--- config.mk ---
export PLATFORM = sky130hd
export DESIGN_NAME = ysyx_24080014_lsu_axi
export DESIGN_NICKNAME = d
export VERILOG_FILES = /design/src/rtl/ysyx_24080014_lsu_axi.sv
export SDC_FILE = /design/constraint.sdc
export NUM_CORES = 1
export LEC_CHECK = 0
export CORE_MARGIN = 3
export CORE_UTILIZATION = 60
export CTS_CLUSTER_DIAMETER = 100
export DETAILED_ROUTE_END_ITERATION = 12
export DONT_BUFFER_PORTS = 1
export PLACE_DENSITY = 0.8
export SLEW_MARGIN = 30
export SYNTH_ARGS = -nofsm -noshare
export SYNTH_HDL_FRONTEND = slang
export SYNTH_SLANG_ARGS = --single-unit
--- constraint.sdc ---
create_clock -name clk -period 4.17 [get_ports clk]
set_input_delay 0.834 -clock clk [delete_from_list [all_inputs] [get_ports clk]]
set_output_delay 0.834 -clock clk [all_outputs]
set_load 0.005 [all_outputs]
--- src/rtl/ysyx_24080014_lsu_axi.sv ---
// ysyx_24080014_lsu_axi: load/store unit bridging one request at a time onto an AXI4-lite master
// Ports: clk/rst (async active-high); req_* request handshake with size/sign/store data;
// rsp_* response handshake returning extended load data and an error flag;
// aw/w/b/ar/r AXI4-lite master channels (valids and readies are decodes of registered state).
module ysyx_24080014_lsu_axi #(
    parameter int ADDR_W = 32,
    parameter int DATA_W = 32
) (
    input  logic                clk,
    input  logic                rst,
    input  logic                req_valid,
    output logic                req_ready,
    input  logic                req_we,
    input  logic [ADDR_W-1:0]   req_addr,
    input  logic [1:0]          req_size,
    input  logic                req_signed,
    input  logic [DATA_W-1:0]   req_wdata,
    output logic                rsp_valid,
    input  logic                rsp_ready,
    output logic [DATA_W-1:0]   rsp_rdata,
    output logic                rsp_err,
    output logic                awvalid,
    input  logic                awready,
    output logic [ADDR_W-1:0]   awaddr,
    output logic                wvalid,
    input  logic                wready,
    output logic [DATA_W-1:0]   wdata,
    output logic [DATA_W/8-1:0] wstrb,
    input  logic                bvalid,
    output logic                bready,
    input  logic [1:0]          bresp,
    output logic                arvalid,
    input  logic                arready,
    output logic [ADDR_W-1:0]   araddr,
    input  logic                rvalid,
    output logic                rready,
    input  logic [DATA_W-1:0]   rdata,
    input  logic [1:0]          rresp
);
    localparam int STRB_W = DATA_W / 8;
    localparam int OFF_W = $clog2(STRB_W);
    typedef enum logic [2:0] {IDLE, RD_A, RD_D, WR, WR_B, RESP} state_t;
    state_t state_q, state_d;
    logic [ADDR_W-1:0] addr_q;
    logic [DATA_W-1:0] wdata_q, rdata_q, sh;
    logic [STRB_W-1:0] wstrb_q;
    logic [OFF_W-1:0] off_q, off;
    logic [1:0] size_q;
    logic signed_q, err_q, aw_done_q, w_done_q, accept, bad;
    logic [7:0] bmask;
    logic [15:0] strb_w;
    logic [63:0] sh64, ext64;
    always_comb begin
        accept = state_q == IDLE && req_valid;
        off = req_addr[OFF_W-1:0];
        // low address bits under the size mask must be zero; dword only exists on a 64-bit bus
        bad = (DATA_W == 32 && req_size == 2'd3) || (req_addr[2:0] & ((3'd1 << req_size) - 3'd1)) != 3'd0;
        // size 3 wraps 1<<8 to 0 in 8 bits, so the subtraction yields all eight lanes
        bmask = (8'd1 << (4'd1 << req_size)) - 8'd1;
        strb_w = {8'd0, bmask} << off;
        sh = rdata >> {off_q, 3'b000};
        // extend in a fixed 64-bit frame so one expression serves both bus widths
        sh64 = 64'(sh);
        ext64 = size_q == 2'd0 ? {{56{signed_q & sh64[7]}}, sh64[7:0]} :
                size_q == 2'd1 ? {{48{signed_q & sh64[15]}}, sh64[15:0]} :
                size_q == 2'd2 ? {{32{signed_q & sh64[31]}}, sh64[31:0]} : sh64;
    end
    always_ff @(posedge clk or posedge rst) begin
        if (rst) state_q <= IDLE;
        else state_q <= state_d;
    end
    always_comb begin
        state_d = state_q;
        case (state_q)
            IDLE: if (req_valid) state_d = bad ? RESP : (req_we ? WR : RD_A);
            RD_A: if (arready) state_d = RD_D;
            RD_D: if (rvalid) state_d = RESP;
            WR:   if ((aw_done_q || awready) && (w_done_q || wready)) state_d = WR_B;
            WR_B: if (bvalid) state_d = RESP;
            RESP: if (rsp_ready) state_d = IDLE;
            default: state_d = IDLE;
        endcase
    end
    always_comb begin
        req_ready = state_q == IDLE;
        arvalid = state_q == RD_A;
        rready = state_q == RD_D;
        awvalid = state_q == WR && !aw_done_q;
        wvalid = state_q == WR && !w_done_q;
        bready = state_q == WR_B;
        rsp_valid = state_q == RESP;
        awaddr = addr_q;
        araddr = addr_q;
        wdata = wdata_q;
        wstrb = wstrb_q;
        rsp_rdata = rdata_q;
        rsp_err = err_q;
    end
    always_ff @(posedge clk or posedge rst) begin
        if (rst) begin
            addr_q <= '0;
            wdata_q <= '0;
            wstrb_q <= '0;
            rdata_q <= '0;
            off_q <= '0;
            size_q <= '0;
            signed_q <= 1'b0;
            err_q <= 1'b0;
            aw_done_q <= 1'b0;
            w_done_q <= 1'b0;
        end else begin
            if (accept) begin
                addr_q <= req_addr;
                wdata_q <= req_wdata << {off, 3'b000};
                wstrb_q <= strb_w[STRB_W-1:0];
                off_q <= off;
                size_q <= req_size;
                signed_q <= req_signed;
                aw_done_q <= 1'b0;
                w_done_q <= 1'b0;
                if (bad) begin
                    rdata_q <= '0;
                    err_q <= 1'b1;
                end
            end
            if (awvalid && awready) aw_done_q <= 1'b1;
            if (wvalid && wready) w_done_q <= 1'b1;
            if (rready && rvalid) begin
                rdata_q <= rresp == 2'b00 ? ext64[DATA_W-1:0] : '0;
                err_q <= rresp != 2'b00;
            end
            if (bready && bvalid) begin
                rdata_q <= '0;
                err_q <= bresp != 2'b00;
            end
        end
    end
endmodule
[Word level (Yosys, flattened, before mapping)]
Index checks and enable logic that the tools add are counted.
Storage, ports and cells
  bits in registers: 111
  input port bits: 113
  output and inout port bits: 140
  logic and storage cells: 83
Cells by class
  $add $sub $neg: 2
  equality and inequality tests: 13
  shift-type cells: 6
  multiplexer cells: 23
  bitwise logic cells: 3
  reductions and logical operators: 25
Operators with widths (number)
  $mux 32: 7
  $shl 32x5->32: 1
  $shr 32x5->32: 1
  $mux 3: 7
  $pmux 3 s6: 1
  $reduce_bool 3->1: 3
  $logic_and 1x1->1: 8
  $ne 2x2->1 const B: 4
  $reduce_bool 2->1: 4
  $shl 1x4->8 const A: 1
  $shl 8x2->4: 1
  $sub 8x1->8 const B: 1
  $mux 1: 7
  $eq 3x2->1 const B: 2
  $eq 3x3->1 const B: 2
  $reduce_and 6->1: 1
  $logic_not 2->1: 2
  $ne 2x1->1 const B: 2
  $shl 1x2->4 const A: 1
  $and 3x3->3: 1
  $eq 3x1->1 const B: 1
  $logic_not 3->1: 1
  $logic_or 1x1->1: 3
  $shl 1x2->3 const A: 1
  other kinds (7): 9

[Depth between registers and ports, before layout]
  depth after elaboration: 9
  depth in mapped cells: 9

[Worst setup path after synthesis]
OpenSTA, ideal clock, no wires.
  kind: in2reg
  from: input req_size[1]
  to: register rdata_q[26], in the netlist rsp_rdata[26]
  arrival: 2.343 ns
  required time: 4.044 ns
  setup slack: 1.701 ns
  stages: 9
  path through: clkbuf_1 nor2_1 inv_1 ha_1 nand2b_1 a31oi_2 nor2_1 buf_6 a221o_1
On the way
  longest elaborated chain between the ends: 7
Ends and longest elaborated chain
  from (decl): line 15  | input logic [1:0] req_size,
  $shl 1x2->3: line 57  | bad = (DATA_W == 32 && req_size == 2'd3) || (req_addr[2:0] & ((3'd1 << req_size) - 3'd1)) != 3'd0;
  $sub 3x1->3: line 57
  $and 3x3->3: line 57
  $reduce_bool 3->1: line 57
  $logic_or 1x1->1 (*): line 57
  $reduce_bool 3->1 (no source line) (*)
  $reduce_and 2->1 (no source line) (*)
  to (signal assigned): line 129  | rdata_q <= rresp == 2'b00 ? ext64[DATA_W-1:0] : '0;
  to (decl): line 45  | logic [DATA_W-1:0] wdata_q, rdata_q, sh;
Every way passes the cells marked *; elsewhere a longest branch is shown, timed or not.
A chain may end at the register's enable or synchronous reset.

[Final worst setup path]
  from: register state_q[0]
  to: register rdata_q[28], in the netlist rsp_rdata[28]
On the way
  longest elaborated chain between the ends: 4
Ends and longest elaborated chain
  from (decl): line 43  | state_t state_q, state_d;
  from (signal assigned): line 70  | else state_q <= state_d;
  $eq 3x2->1 (tied with other cells): line 87  | rready = state_q == RD_D;
  $logic_and 1x1->1 (on tied branches): line 128, 132, 54
  $reduce_bool 3->1 (no source line) / $mux 32 (equally long branches)
  $reduce_and 2->1 (no source line) / $mux 32 (equally long branches)
Parallel ways exist; a longest one is shown, timed or not.

==> impl_metrics.py <==
metrics = {
    "synth": {
        "yosys_register_bits": 109,
        "combinational_family_with_the_most_area_after_synthesis": "multiplexers",
        "yosys.area_share.simple": 0.0949,
        "synth_cell_types": 44,
        "netlist_area_um2": 5540,
        "synth_sequential_area_ratio": 0.493,
        "synth_warnings": 0,
        "synth_compound_area_frac": 0.161,
        "mappedNetlistNets": 626,
        "synth_flop_cell": "dfrtp_1",
        "synthAdderAreaFrac": 0.00678,
        "post_synth_xor_area_fraction": 0.00158,
        "postSynth.asyncResetShare": 1.00,
        "post_synth_mux_area_share": 0.167,
        "synth_area_per_cell_um2": 10.9,
        "synth_cells": 510,
        "count_of_flip_flops_with_a_built_in_enable_after_synthesis": 0,
    },
    "floorplanning": {
        "die_height_um": 102,
        "initial_core_util": 0.626,
        "io_pins": 253,
        "die_area_um2": 10400,
        "num_rows": 34,
        "fp.dieW_um": 102,
        "fp.coreArea_um2": 8850,
    },
    "global_routing": {
        "grt_overflow": 0,
        "gr-usage-all-layers": 0.246,
        "first_global_vias": 3721,
        "grt_first_pass_wirelength_mm": 19.9,
        "antenna_found_initial": 0,
        "grt_max_degree": 78,
    },
    "cells_and_area": {
        "fin_util": 0.621,
        "multi_input_comb_area_um2": 2390,
        "final_cell_count_no_fill": 570,
        "most_frequent_standard_cell_in_the_layout_excluding_fill_and_tap_cells": "dfrtp_1",
        "final_net_count": 574,
        "seq_area_um2": 2730,
        "fillers": 733,
        "antennaDiodeCount": 0,
        "layout-drive-gt1-share": 0.173,
        "layout.cell_area.non_filler_um2": 5500,
        "syn2layout_area_growth_pct": -0.746,
        "most-common-layout-cells": "dfrtp_1, mux2_2, nand2_1, o21ai_0, mux2i_1",
    },
    "run_status": {
        "run_status": "finished clean",
    },
    "clocking": {
        "cts-root-buf": "clkbuf_8",
        "clock_slew_at_the_register_clock_pins_of_the_worst_setup_and_hold_paths_ns": 0.10,
        "cts.path.max_buffers": 2,
        "hold_buffers": 0,
        "cts_max_level": 3,
        "cts_num_sinks": 109,
        "post_cts_buffers": 0,
        "cts-buffers-inserted": 9,
        "cts_tree": "done",
        "clk-insertion-delay-late_ns": 0.36,
        "ctsResizeCount": 0,
    },
    "timing": {
        "finalWorstSetupSlack_ns": 1.65,
        "setup_violations": 0,
        "final.min_clock_period_ns": 2.52,
        "worst_clock_skew_ns": 0.0165,
        "rsz0062_at_grt": "false",
        "hold_viol_final": 0,
        "maxClockFrequency_mhz": 397,
        "worst_slew_margin_rel": 0.529,
        "finalCritPeriodShare": 0.605,
        "final.setup.tns_ns": 0,
        "whs_ns": 0.427,
        "maxSlewViolCount": 0,
        "timing_worst_slew_pin_value_ns": 0.705,
    },
    "routing": {
        "drt_first_iter_violations": 199,
        "totalWireLength_mm": 13.3,
        "num_vias": 3784,
        "drc_errors": 0,
        "vias_per_cell": 6.64,
        "wire_per_inst_um": 23.3,
        "drtAntennaViolNets": 0,
        "drtPass1Iterations": 4,
    },
    "placement": {
        "post-dp-hpwl_mm": 9.83,
        "place_inst": 555,
        "place_ws_ns": 1.44,
        "place.port_buffers": 0,
        "postPlaceCellArea_um2": 5310,
        "gpl.final_weighted_congestion": 0.884,
    },
    "critical_path": {
        "worstSetupStartpointType": "flop",
        "worstPathArrival_ns": 2.76,
        "worstSetupEndpointType": "flop",
        "worst-setup-path-type": "reg -> reg",
        "worst-path-max-fanout": 60,
        "required_ns": 4.41,
    },
    "power_and_ir_drop": {
        "comb_power_share": 0.290,
        "switching_power_mw": 1.38,
        "p_leak_nw": 2.48,
        "p_int_mw": 2.27,
        "irDropWorstVdd_v": 0.000285,
        "sequentialPowerShare": 0.543,
        "power_density_nw_per_um2": 665,
        "clkPwrFrac": 0.166,
        "report.power.total_mw": 3.65,
        "switching_share": 0.379,
    },
    "min_path": {
        "worstHoldPathType": "in -> async",
    },
    "flow_run": {
        "maxCapViolCount": 0,
    },
}
## worst max-delay path, cell delays in order, from the launching register on
cell and delay [ns]:
dfrtp_1 0.50, or4b_4 0.87, a31oi_2 0.30, nor2_2 0.06
buf_4 0.25, a221o_1 0.39
## layout make-up
class / count / share of cell area
clock buffer: 11 / 0.0239
tap: 108 / 0.0246
clock inverter: 4 / 0.00911
sequential: 109 / 0.497
inverter: 4 / 0.00364
multi-input combinational: 329 / 0.435
timing repair buffer: 5 / 0.00683
## path summary, 6_finish.rpt
check | from | end | slack [ns] | cells after the start
hold reg to reg | wdata[18]$_DFFE_PP0P_ | wdata[18]$_DFFE_PP0P_ | 0.52 | 2
setup / recovery | state_q[0]$_DFFE_PP0P_ | rsp_rdata[28]$_DFFE_PP0P_ | 1.65 | 5
hold / removal | rst | araddr[20]$_DFFE_PP0P_ | 0.43 | 1
setup reg to reg | state_q[0]$_DFFE_PP0P_ | rsp_rdata[28]$_DFFE_PP0P_ | 1.65 | 5
max in group asynchronous | rst | rsp_rdata[3]$_DFFE_PP0P_ | 2.88 | 2
min in group clk | wdata[18]$_DFFE_PP0P_ | wdata[18]$_DFFE_PP0P_ | 0.52 | 2
## flip-flops by register name, indices dropped and copies added (netlist names)
register / cells
size_q: 2
rsp_rdata: 32
wdata: 32
rsp_err: 1
state_q: 3
w_done_q: 1
aw_done_q: 1
signed_q: 1
araddr: 32
wstrb: 4
## Yosys cell counts, types with 10 or more instances
master,n,area [µm²]
clkbuf_1,17,63.8
nor2b_1,17,106
nand2_1,48,180
o31ai_1,10,75.1
buf_2,11,55.1
a22o_1,10,87.6
a211oi_1,11,82.6
nor2_1,24,90.1
dfrtp_1,109,2730
mux2i_1,33,330
buf_4,32,240
mux2_2,53,597
o21ai_0,38,190
a21oi_1,27,135
## metal layers
layer | part of all wire | up-vias | GRT usage
li1 | - | 1688 | -
met1 | 0.40 | 1853 | 0.315
met2 | 0.49 | 224 | 0.395
met3 | 0.096 | 19 | 0.0881
met4 | 0.021 | 0 | 0.0757
met5 | 0 | - | 0
## cells by family after synthesis
kind of cell / Yosys count
compound gates: 129
simple gates: 110
flops: 109
mux: 86
buf+inv: 72
fa+ha+maj: 3
xor+xnor: 1
## power groups by stage
stage                     registers (mW)  clock network [mW]  logic (mW)
after global routing                2.06               0.669        1.19
after floorplan                     1.75                   0        1.24
final                               1.98               0.608        1.06
after detailed placement            2.01                   0        1.06
after CTS                           1.99               0.624        1.07
after global placement              1.99                   0        1.02
Note: power is estimated with default switching activity, not from simulation.
